**src/rtl/uart_pkg.sv**
```systemverilog
// Shared definitions for the memory-mapped UART: register offsets, STATUS bit positions, FSM encodings.
// Latency: n/a (definitions only).
// Backpressure: n/a.
package uart_pkg;

  // Register offsets within the 16-byte window (byte address, low two bits ignored)
  localparam logic [3:0] UART_TXDATA = 4'h0;
  localparam logic [3:0] UART_RXDATA = 4'h4;
  localparam logic [3:0] UART_STATUS = 4'h8;
  localparam logic [3:0] UART_BAUD   = 4'hC;

  // STATUS bit positions
  localparam int ST_TX_FULL  = 0;
  localparam int ST_TX_BUSY  = 1;
  localparam int ST_RX_VALID = 2;
  localparam int ST_TX_OVF   = 3;
  localparam int ST_RX_OVR   = 4;
  localparam int ST_FRM_ERR  = 5;

  // Smallest usable divisor; the RX half-bit wait needs at least 2
  localparam logic [15:0] BAUD_MIN = 16'd2;

  typedef logic [1:0] tx_state_t;
  localparam tx_state_t TX_IDLE  = 2'd0;
  localparam tx_state_t TX_START = 2'd1;
  localparam tx_state_t TX_DATA  = 2'd2;
  localparam tx_state_t TX_STOP  = 2'd3;

  typedef logic [1:0] rx_state_t;
  localparam rx_state_t RX_IDLE  = 2'd0;
  localparam rx_state_t RX_START = 2'd1;
  localparam rx_state_t RX_DATA  = 2'd2;
  localparam rx_state_t RX_STOP  = 2'd3;

  // Divisor writes below the minimum are raised to it
  function automatic logic [15:0] clamp_div(input logic [15:0] d);
    return (d < BAUD_MIN) ? BAUD_MIN : d;
  endfunction

endpackage

```
**src/rtl/uart_mmio_periph_fifo.sv**
```systemverilog
// Generic synchronous FIFO with full/empty/count; pointers carry one extra wrap bit.
// Latency: a pushed entry is visible at the head the cycle after the push edge.
// Backpressure: push is accepted when not full, or when full and a pop happens in the same cycle.
module sync_fifo #(
  parameter int WIDTH = 8,
  parameter int DEPTH = 8
) (
  input  logic                     clk,
  input  logic                     rst,
  input  logic                     push,
  input  logic [WIDTH-1:0]         wdata,
  input  logic                     pop,
  output logic [WIDTH-1:0]         rdata,
  output logic                     full,
  output logic                     empty,
  output logic [$clog2(DEPTH):0]   count
);
  localparam int AW = $clog2(DEPTH);

  logic [WIDTH-1:0] mem [DEPTH];
  logic [AW:0]      wptr;
  logic [AW:0]      rptr;
  logic             do_pop;
  logic             do_push;

  assign empty   = (wptr == rptr);
  assign full    = (wptr[AW] != rptr[AW]) && (wptr[AW-1:0] == rptr[AW-1:0]);
  assign count   = wptr - rptr;
  assign do_pop  = pop & ~empty;
  assign do_push = push & (~full | do_pop);
  assign rdata   = mem[rptr[AW-1:0]];

  // Pointer update; a pop frees the slot a simultaneous push needs when full
  always_ff @(posedge clk or negedge rst) begin
    if (!rst) begin
      wptr <= '0;
      rptr <= '0;
    end else begin
      if (do_push) wptr <= wptr + 1'b1;
      if (do_pop)  rptr <= rptr + 1'b1;
    end
  end

  // Storage write, no reset needed since empty masks stale entries
  always_ff @(posedge clk) begin
    if (do_push) mem[wptr[AW-1:0]] <= wdata;
  end

endmodule

```
**src/rtl/uart_mmio_periph.sv**
```systemverilog
// Memory-mapped 8N1 UART: TX FIFO + serialiser, RX synchroniser + deserialiser, 4-word register window.
// Latency: reads combinational; idle TXDATA write drives uart_tx low on the 2nd edge after the write edge.
// Backpressure: none on the bus; TX writes to a full FIFO are dropped and flagged, unread RX bytes are kept and overrun flagged.
module uart_mmio_periph
  import uart_pkg::*;
#(
  parameter logic [31:0] BASE_ADDR    = 32'h1001_0000,
  parameter int          TX_DEPTH     = 8,
  parameter logic [15:0] BAUD_DIV_RST = 16'd434
) (
  input  logic        clk,
  input  logic        rst,
  input  logic [31:0] bus_addr,
  input  logic [31:0] bus_wrdata,
  input  logic        bus_wren,
  input  logic        bus_rden,
  output logic [31:0] bus_rddata,
  output logic        bus_hit,
  output logic        uart_tx,
  input  logic        uart_rx
);
  localparam int CNT_W = $clog2(TX_DEPTH) + 1;

  // Bus decode
  logic [3:0] reg_off;
  logic wr_tx, wr_st, wr_baud, rx_pop;
  assign bus_hit = (bus_addr[31:4] == BASE_ADDR[31:4]);
  assign reg_off = {bus_addr[3:2], 2'b00};
  assign wr_tx   = bus_wren & bus_hit & (reg_off == UART_TXDATA);
  assign wr_st   = bus_wren & bus_hit & (reg_off == UART_STATUS);
  assign wr_baud = bus_wren & bus_hit & (reg_off == UART_BAUD);
  assign rx_pop  = bus_rden & bus_hit & (reg_off == UART_RXDATA);

  logic unused_bus;
  assign unused_bus = ^{bus_addr[1:0], bus_wrdata[31:16]};

  // Register state
  logic [15:0] baud_div;
  logic [7:0]  rx_byte;
  logic        rx_valid, tx_ovf, rx_ovr, frm_err;

  // TX FIFO
  logic             fifo_full, fifo_empty, tx_pop, tx_full, tx_busy;
  logic [7:0]       fifo_rdata;
  logic [CNT_W-1:0] fifo_count;

  sync_fifo #(.WIDTH(8), .DEPTH(TX_DEPTH)) u_tx_fifo (
    .clk   (clk),
    .rst   (rst),
    .push  (wr_tx),
    .wdata (bus_wrdata[7:0]),
    .pop   (tx_pop),
    .rdata (fifo_rdata),
    .full  (fifo_full),
    .empty (fifo_empty),
    .count (fifo_count)
  );

  // TX path
  tx_state_t   tx_state;
  logic [15:0] tx_cnt, tx_div;
  logic [2:0]  tx_bit;
  logic [7:0]  tx_sh;

  assign tx_pop  = ~fifo_empty & ((tx_state == TX_IDLE) | ((tx_state == TX_STOP) & (tx_cnt == 16'd0)));
  assign tx_full = (fifo_count == CNT_W'(TX_DEPTH));
  assign tx_busy = (tx_state != TX_IDLE) | ~fifo_empty;

  // TX FSM: each state/bit held for tx_div clocks; divisor latched at frame start
  always_ff @(posedge clk or negedge rst) begin
    if (!rst) begin
      tx_state <= TX_IDLE;
      tx_cnt   <= '0;
      tx_div   <= BAUD_DIV_RST;
      tx_bit   <= '0;
      tx_sh    <= '0;
    end else if (tx_pop) begin
      tx_state <= TX_START;
      tx_div   <= baud_div;
      tx_cnt   <= baud_div - 16'd1;
      tx_sh    <= fifo_rdata;
    end else if (tx_state != TX_IDLE) begin
      if (tx_cnt != 16'd0) begin
        tx_cnt <= tx_cnt - 16'd1;
      end else begin
        tx_cnt <= tx_div - 16'd1;
        case (tx_state)
          TX_START: begin
            tx_state <= TX_DATA;
            tx_bit   <= '0;
          end
          TX_DATA: begin
            tx_sh <= {1'b0, tx_sh[7:1]};
            if (tx_bit == 3'd7) tx_state <= TX_STOP;
            else                tx_bit   <= tx_bit + 3'd1;
          end
          default: tx_state <= TX_IDLE;
        endcase
      end
    end
  end

  // Registered line driver, one cycle behind the FSM so the pin never glitches
  always_ff @(posedge clk or negedge rst) begin
    if (!rst) uart_tx <= 1'b1;
    else begin
      case (tx_state)
        TX_START: uart_tx <= 1'b0;
        TX_DATA:  uart_tx <= tx_sh[0];
        default:  uart_tx <= 1'b1;
      endcase
    end
  end

  // RX path
  logic        rx_s1, rx_s2, rx_s3, rx_fall, rx_done;
  rx_state_t   rx_state;
  logic [15:0] rx_cnt, rx_div;
  logic [2:0]  rx_bit;
  logic [7:0]  rx_sh;

  // Two-flop synchroniser plus one history flop for falling-edge detection
  always_ff @(posedge clk or negedge rst) begin
    if (!rst) {rx_s1, rx_s2, rx_s3} <= 3'b111;
    else      {rx_s1, rx_s2, rx_s3} <= {uart_rx, rx_s1, rx_s2};
  end

  assign rx_fall = rx_s3 & ~rx_s2;
  assign rx_done = (rx_state == RX_STOP) & (rx_cnt == 16'd0);

  // RX FSM: half-bit wait to centre the start bit, then full-bit sampling
  always_ff @(posedge clk or negedge rst) begin
    if (!rst) begin
      rx_state <= RX_IDLE;
      rx_cnt   <= '0;
      rx_div   <= BAUD_DIV_RST;
      rx_bit   <= '0;
      rx_sh    <= '0;
    end else if (rx_state == RX_IDLE) begin
      if (rx_fall) begin
        rx_state <= RX_START;
        rx_div   <= baud_div;
        rx_cnt   <= (baud_div >> 1) - 16'd1;
      end
    end else if (rx_cnt != 16'd0) begin
      rx_cnt <= rx_cnt - 16'd1;
    end else begin
      rx_cnt <= rx_div - 16'd1;
      case (rx_state)
        RX_START: begin
          rx_state <= rx_s2 ? RX_IDLE : RX_DATA;
          rx_bit   <= '0;
        end
        RX_DATA: begin
          rx_sh <= {rx_s2, rx_sh[7:1]};
          if (rx_bit == 3'd7) rx_state <= RX_STOP;
          else                rx_bit   <= rx_bit + 3'd1;
        end
        default: rx_state <= RX_IDLE;
      endcase
    end
  end

  // Register block: set beats clear, delivery beats pop
  always_ff @(posedge clk or negedge rst) begin
    if (!rst) begin
      baud_div <= BAUD_DIV_RST;
      rx_byte  <= '0;
      rx_valid <= 1'b0;
      tx_ovf   <= 1'b0;
      rx_ovr   <= 1'b0;
      frm_err  <= 1'b0;
    end else begin
      if (wr_baud) baud_div <= clamp_div(bus_wrdata[15:0]);

      if (rx_done && (!rx_valid || rx_pop)) begin
        rx_byte  <= rx_sh;
        rx_valid <= 1'b1;
      end else if (rx_pop) begin
        rx_valid <= 1'b0;
      end

      if (wr_tx && fifo_full && !tx_pop)    tx_ovf <= 1'b1;
      else if (wr_st && bus_wrdata[ST_TX_OVF]) tx_ovf <= 1'b0;

      if (rx_done && rx_valid && !rx_pop)   rx_ovr <= 1'b1;
      else if (wr_st && bus_wrdata[ST_RX_OVR]) rx_ovr <= 1'b0;

      if (rx_done && !rx_s2)                frm_err <= 1'b1;
      else if (wr_st && bus_wrdata[ST_FRM_ERR]) frm_err <= 1'b0;
    end
  end

  // Combinational read mux
  always_comb begin
    logic [5:0] st;
    st              = '0;
    st[ST_TX_FULL]  = tx_full;
    st[ST_TX_BUSY]  = tx_busy;
    st[ST_RX_VALID] = rx_valid;
    st[ST_TX_OVF]   = tx_ovf;
    st[ST_RX_OVR]   = rx_ovr;
    st[ST_FRM_ERR]  = frm_err;
    bus_rddata      = '0;
    if (bus_hit) begin
      case (reg_off)
        UART_RXDATA: bus_rddata = {24'b0, rx_byte};
        UART_STATUS: bus_rddata = {26'b0, st};
        UART_BAUD:   bus_rddata = {16'b0, baud_div};
        default:     bus_rddata = '0;
      endcase
    end
  end

endmodule

```
**config.mk**
```make
export PLATFORM = sky130hd
export DESIGN_NAME = uart_mmio_periph
export DESIGN_NICKNAME = d
export VERILOG_FILES = /design/src/rtl/uart_pkg.sv /design/src/rtl/uart_mmio_periph_fifo.sv /design/src/rtl/uart_mmio_periph.sv
export SDC_FILE = /design/constraint.sdc
export NUM_CORES = 1
export LEC_CHECK = 0
export ABC_AREA = 1
export CAP_MARGIN = 20
export CORE_ASPECT_RATIO = 0.6
export CORE_UTILIZATION = 30
export DETAILED_ROUTE_END_ITERATION = 8
export SLEW_MARGIN = 20
export SYNTH_ARGS = -nofsm -noshare
export SYNTH_HDL_FRONTEND = slang
export SYNTH_SLANG_ARGS = --single-unit
```
**constraint.sdc**
```tcl
create_clock -name clk -period 3.3 [get_ports clk]
set_input_delay 0.33 -clock clk [delete_from_list [all_inputs] [get_ports clk]]
set_output_delay 0.33 -clock clk [all_outputs]
set_load 0.03 [all_outputs]
```
# Word-level counts from Yosys, hierarchy flattened
# Memories as Yosys holds them, arrays and structs flattened.
# Index checks and enable logic that the tools add are counted.
# word_totals
out_inout_bits	34
mem_bits_rw	64
ff_bits	130
in_bits	69
n_memories	1
# mem_list
name	words	width	read_ports	rd_clocked_by_memory_dff	write_ports	line	rtl
u_tx_fifo.mem	8	8	1	0	1	uart_mmio_periph_fifo.sv:20	logic [WIDTH-1:0] mem [DEPTH];
# op_classes
n_mux	39
n_lt_le_gt_ge	1
n_bitwise	22
eq_ne	23
n_addsub	11
reduce_logical	38
# op_table
operator	count
16-bit two-way mux	8
16-bit by 1-bit subtractor with 16-bit output, second input constant	5
16-bit one-hot mux with 3 select lines	1
16-bit zero test	2
8-bit two-way mux	4
16-bit nonzero test	2
28-bit by 25-bit == test with 1-bit output, second input constant	1
2-bit two-way mux	9
2-bit nonzero test	9
16-bit by 2-bit less-than comparator with 1-bit output, second input constant	1
15-bit by 1-bit subtractor with 16-bit output, second input constant	1
1-bit AND	12
2-bit == test, second input constant	6
3-bit one-hot mux with 2 select lines	2
3-bit AND reduction	4
1-bit logical AND	10
1-bit two-way mux	10
2-bit inequality test, second input constant	5
4-bit by 1-bit adder with 4-bit output, second input constant	2
2-bit one-hot mux with 2 select lines	2
1-bit NOT	7
3-bit by 1-bit adder with 3-bit output, second input constant	2
2-bit by 1-bit == test with 1-bit output, second input constant	3
3-bit == test, second input constant	2
16 further kinds	24

# Depth between registers and ports, before layout
# depth
depth_word	9
ltp_mapped	21
mapped_depth_nobuf	20

# Hierarchy
# Synthesis repeated with hierarchy kept, for this count alone.
# hier_totals
cells_unflattened	1223
area_unflattened_um2	10171.0
# modules_own_cells
module	instances	area_per_inst_um2	cells_per_inst
uart_mmio_periph	1	6924.1	919
sync_fifo	1	3246.9	304

# Worst setup path after synthesis
# OpenSTA, ideal clock, no wires.
# synth_timing
kind	register to register
from	register u_tx_fifo.rptr[1]
to	memory u_tx_fifo.mem[0][0] (enable)
slack_ps	347
setup_time_ps	383
arrival_ps	2569
required_ps	2917
path_stages_with_launch	14
path_cell_list	dfrtp_1 > inv_1 > clkbuf_1 > ha_1 > nand2_1 > nor2_1 > nand2_2 > nand2_4 > buf_6 > nand3_1 > inv_2 > nor2_4 > nand2_1 > nor3_1
# synth_between
elab_chain_len	8
elab_cells_between_ends	11
cone_classes	eq/ne: 2; mux: 2; bitwise: 6; reduce/logical: 1
# synth_lines
element	line	rtl
start: declaration	uart_mmio_periph_fifo.sv:22	logic [AW:0] rptr;
start signal: assignment	uart_mmio_periph_fifo.sv:40	if (do_pop) rptr <= rptr + 1'b1;
4-bit == test	uart_mmio_periph_fifo.sv:26	assign empty = (wptr == rptr);
1-bit NOT	uart_mmio_periph_fifo.sv:29, uart_mmio_periph.sv:65	
1-bit AND	uart_mmio_periph.sv:65	assign tx_pop = ~fifo_empty & ((tx_state == TX_IDLE) | ((tx_state == TX_STOP) & (tx_cnt == 16'd0)));
1-bit AND	uart_mmio_periph_fifo.sv:29	assign do_pop = pop & ~empty;
1-bit OR *	uart_mmio_periph_fifo.sv:30	assign do_push = push & (~full | do_pop);
1-bit AND *	uart_mmio_periph_fifo.sv:30	
1-bit two-way mux *	uart_mmio_periph_fifo.sv:46	if (do_push) mem[wptr[AW-1:0]] <= wdata;
1-bit two-way mux (implied by the code) *	uart_mmio_periph_fifo.sv:46	
end: declaration	uart_mmio_periph_fifo.sv:20	
# Mark *: on every way between the ends. The rest lies on a longest branch, timed or not.

# Worst setup path in the final report
# layout_timing
from	register u_tx_fifo.wptr[1]
to	output port bus_rddata[1]
# layout_between
elab_chain_len	5
# layout_lines
element	line	rtl
start: declaration	uart_mmio_periph_fifo.sv:21	logic [AW:0] wptr;
start signal: assignment	uart_mmio_periph_fifo.sv:39	if (do_push) wptr <= wptr + 1'b1;
4-bit == test	uart_mmio_periph_fifo.sv:26	
1-bit NOT	uart_mmio_periph.sv:67	assign tx_busy = (tx_state != TX_IDLE) | ~fifo_empty;
1-bit OR	uart_mmio_periph.sv:67	
16-bit one-hot mux with 3 select lines	uart_mmio_periph.sv:206	case (reg_off)
16-bit two-way mux	uart_mmio_periph.sv:205	if (bus_hit) begin
end: declaration	uart_mmio_periph.sv:17	output logic [31:0] bus_rddata,
# Every way passes these cells.

==> impl_metrics.tcl <==
set metrics [dict create \
    start_util_pct 30.9 \
    antenna_cells 0 \
    first_pass_iters 7 \
    reg2reg_slack_ns 0.52 \
    hold_end "rx_s1" \
    final.period_utilization_pct 89.4 \
    syn-cell-area_sq_mm 0.0101 \
    crit_fanout 14 \
    core_area_sq_mm 0.0328 \
    powerDensity_mw_per_mm2 535 \
    r2r_start "rx_cnt[1]" \
    hp-start "uart_rx" \
    finalMaxSlewViolations 0 \
    yosysTopAreaCell "dfrtp_1" \
    grt_pass1_wl_microns 41600 \
    r2r_end "rx_cnt[8]" \
    fin_setup_tns_ns 0 \
    nets 1356 \
    drt_iter0_markers 728 \
    io_buffers 68 \
    fin_skew_ns 0.0129 \
    cts_htree_levels 4 \
    outcome "completed" \
    synth_commonest_cells "287 x nand2_1, 137 x o21ai_0, 122 x inv_1" \
    hold_viol_final 0 \
    fin_ws_ns 0.350 \
    whs_ns 0.278 \
    hpwl_microns 18600 \
    critPathArrivalTime_ns 2.62 \
    synth-main-ff-cell "dfrtp_1" \
    root_buffer "clkbuf_16" \
    syn_to_final_growth_pct 18.4 \
    start_kind "flop" \
    ir_drop_mv 0.355 \
    grt_usage_pct 15.8 \
    worstSetupPathType "flop to primary output" \
    fmax_ghz 0.339 \
    place_ws_ns 0.458 \
    worstRegToRegCells 15 \
    dp.cells 1697 \
    cts_sinks 194 \
    synth_cells 1191 \
    path_clk_slew_ns 0.07 \
    first_global_vias 7592 \
    synth-edff-count 64 \
    wl_per_cell_microns 15.1 \
    die_h_microns 144 \
    cp.required_ns 2.97 \
    drv_cap 0 \
    clock_latency_ns 0.45 \
    period_needed_ns 2.95 \
    drive_gt1_share_pct 12.7 \
    grt_max_degree 72 \
    finalSetupViolCount 0 \
    vias 8160 \
    avgSynthCellArea_sq_um 8.50 \
    finalNonFillerCells 1731 \
    netlist.area_leader.share_pct 27.4 \
    cts_resized 0 \
    ys_top_cells_by_area "dfrtp_1 27%, edfxtp_1 19%, nand2_1 11%, o21ai_0 6.8%, dfstp_2 4.9%" \
    ys_warn_count 0 \
    final_antenna_net_count 0 \
    gp_congestion 0.849 \
    min_path_cells 1 \
    routed_via_density 4.71 \
    clk_path_buf_depth 2 \
    ys_async_sr_fraction_pct 67.0 \
    drc 0 \
    synth.distinct_cells 46 \
    die_x_microns 239 \
    die_area_sq_mm 0.0345 \
    synth_seq_area_share_pct 51.4 \
    endpoint_kind "primary output" \
    rsz0062_at_grt "false" \
    hold_path.class "input pin to flop" \
    cts_tree "yes" \
    synth_seq_cells 194 \
    cts_made_buffers 17 \
    antenna_found_initial 0 \
    p_leak_nw 5.26 \
    yosysMostFrequentCell "nand2_1" \
    relSlewSlack_pct 43.5 \
    holdBufCountCts 1 \
    wl_microns 26100 \
    ios 103 \
    postCtsSetupBuffers 0 \
    tightest_slew_ns 0.840 \
    rows 51 \
    overflow 0 \
]
## per-layer routing
metal,track usage [%],share of wire (%),vias up
li1,-,-,4025
met1,24.8,53,3860
met2,21.4,40,252
met3,3.26,6.0,23
met4,4.45,1.2,0
met5,0,0,-
## worst max-delay path by stage
| stage | cells after the start | end | start | slack, ns |
|---|---|---|---|---|
| 5_1_grt | 10 | bus_rddata[1] | u_tx_fifo.wptr[1] | 0.19 |
| 3_5_place_dp | 12 | u_tx_fifo.mem[0][0] | bus_addr[7] | 0.46 |
| 2_1_floorplan | 13 | u_tx_fifo.mem[0][0] | u_tx_fifo.rptr[1] | 0.35 |
| 6_report | 10 | bus_rddata[1] | u_tx_fifo.wptr[1] | 0.35 |
| 3_3_place_gp | 12 | u_tx_fifo.mem[0][0] | bus_addr[5] | 0.49 |
| 4_1_cts | 10 | bus_rddata[1] | u_tx_fifo.wptr[1] | 0.34 |
## worst max-delay path, cell delays in order (launching register included)
cell     delay (ns)
dfrtp_1        0.47
ha_1           0.32
nand2_1        0.09
nor2_1         0.06
nand2_2        0.15
buf_4          0.24
nor2_2         0.06
inv_2          0.24
nand2_1        0.10
a31oi_1        0.21
buf_4          0.20
## power by group
part           internal, W  switching (W)
Sequential         0.00273       0.000139
Combinational     0.000447       0.000923
Clock              0.00118        0.00100
## final cells by class
class	instances	area, sq um
Tap cell	450	563
Multi-Input combinational cell	819	4160
Clock buffer	20	489
Fill cell	3334	20800
Inverter	137	514
Timing Repair Buffer	99	932
Clock inverter	12	133
Sequential cell	194	5200
## stage by stage
stage	power, W	cell area, sq um	util [%]
2_1_floorplan	0.00385	10200	-
3_3_place_gp	0.00423	11300	34.6
3_5_place_dp	0.00427	11300	34.6
4_1_cts	0.00647	12000	36.5
5_1_grt	0.00677	12000	36.5
6_report	0.00641	12000	36.5
## cells by family (layout without fill, tap and decap cells)
family | after synthesis | after routing | synth area share, %
flops | 194 | 194 | 51.4
fa+ha+maj | 19 | 19 | 2.35
compound gates | 199 | 199 | 10.9
xor+xnor | 11 | 11 | 1.03
simple gates | 574 | 574 | 26.1
other cells | 1 | 16 | 0.0370
buf+inv | 193 | 268 | 8.21
## registers in the layout (all words and copies together), names as in the netlist, 8 cells and up
name           count
rx_div            16
tx_div            16
rx_cnt            16
tx_cnt            16
rx_byte            8
baud_div          16
tx_sh              8
u_tx_fifo.mem     64
rx_sh              8
## cell usage in the layout (no fill, tap or decap), drive strengths merged, types with 2 or more instances in the layout
cell,Yosys,layout
a21oi,14,14
a221oi,4,4
a31oi,6,6
a32o,2,2
buf,35,33
clkbuf,21,20
clkdlybuf4s50,0,65
clkinv,1,6
conb,1,16
dfrtp,111,111
dfstp,19,19
edfxtp,64,64
ha,19,19
inv,136,141
nand2,312,312
nand3,93,93
nand3b,2,2
nand4,9,9
nor2,132,132
nor3,21,21
nor4,4,4
o21a,2,2
o21ai,143,143
o21bai,10,10
o22ai,14,14
xor2,10,10
Power figures use the tool's default switching activity.
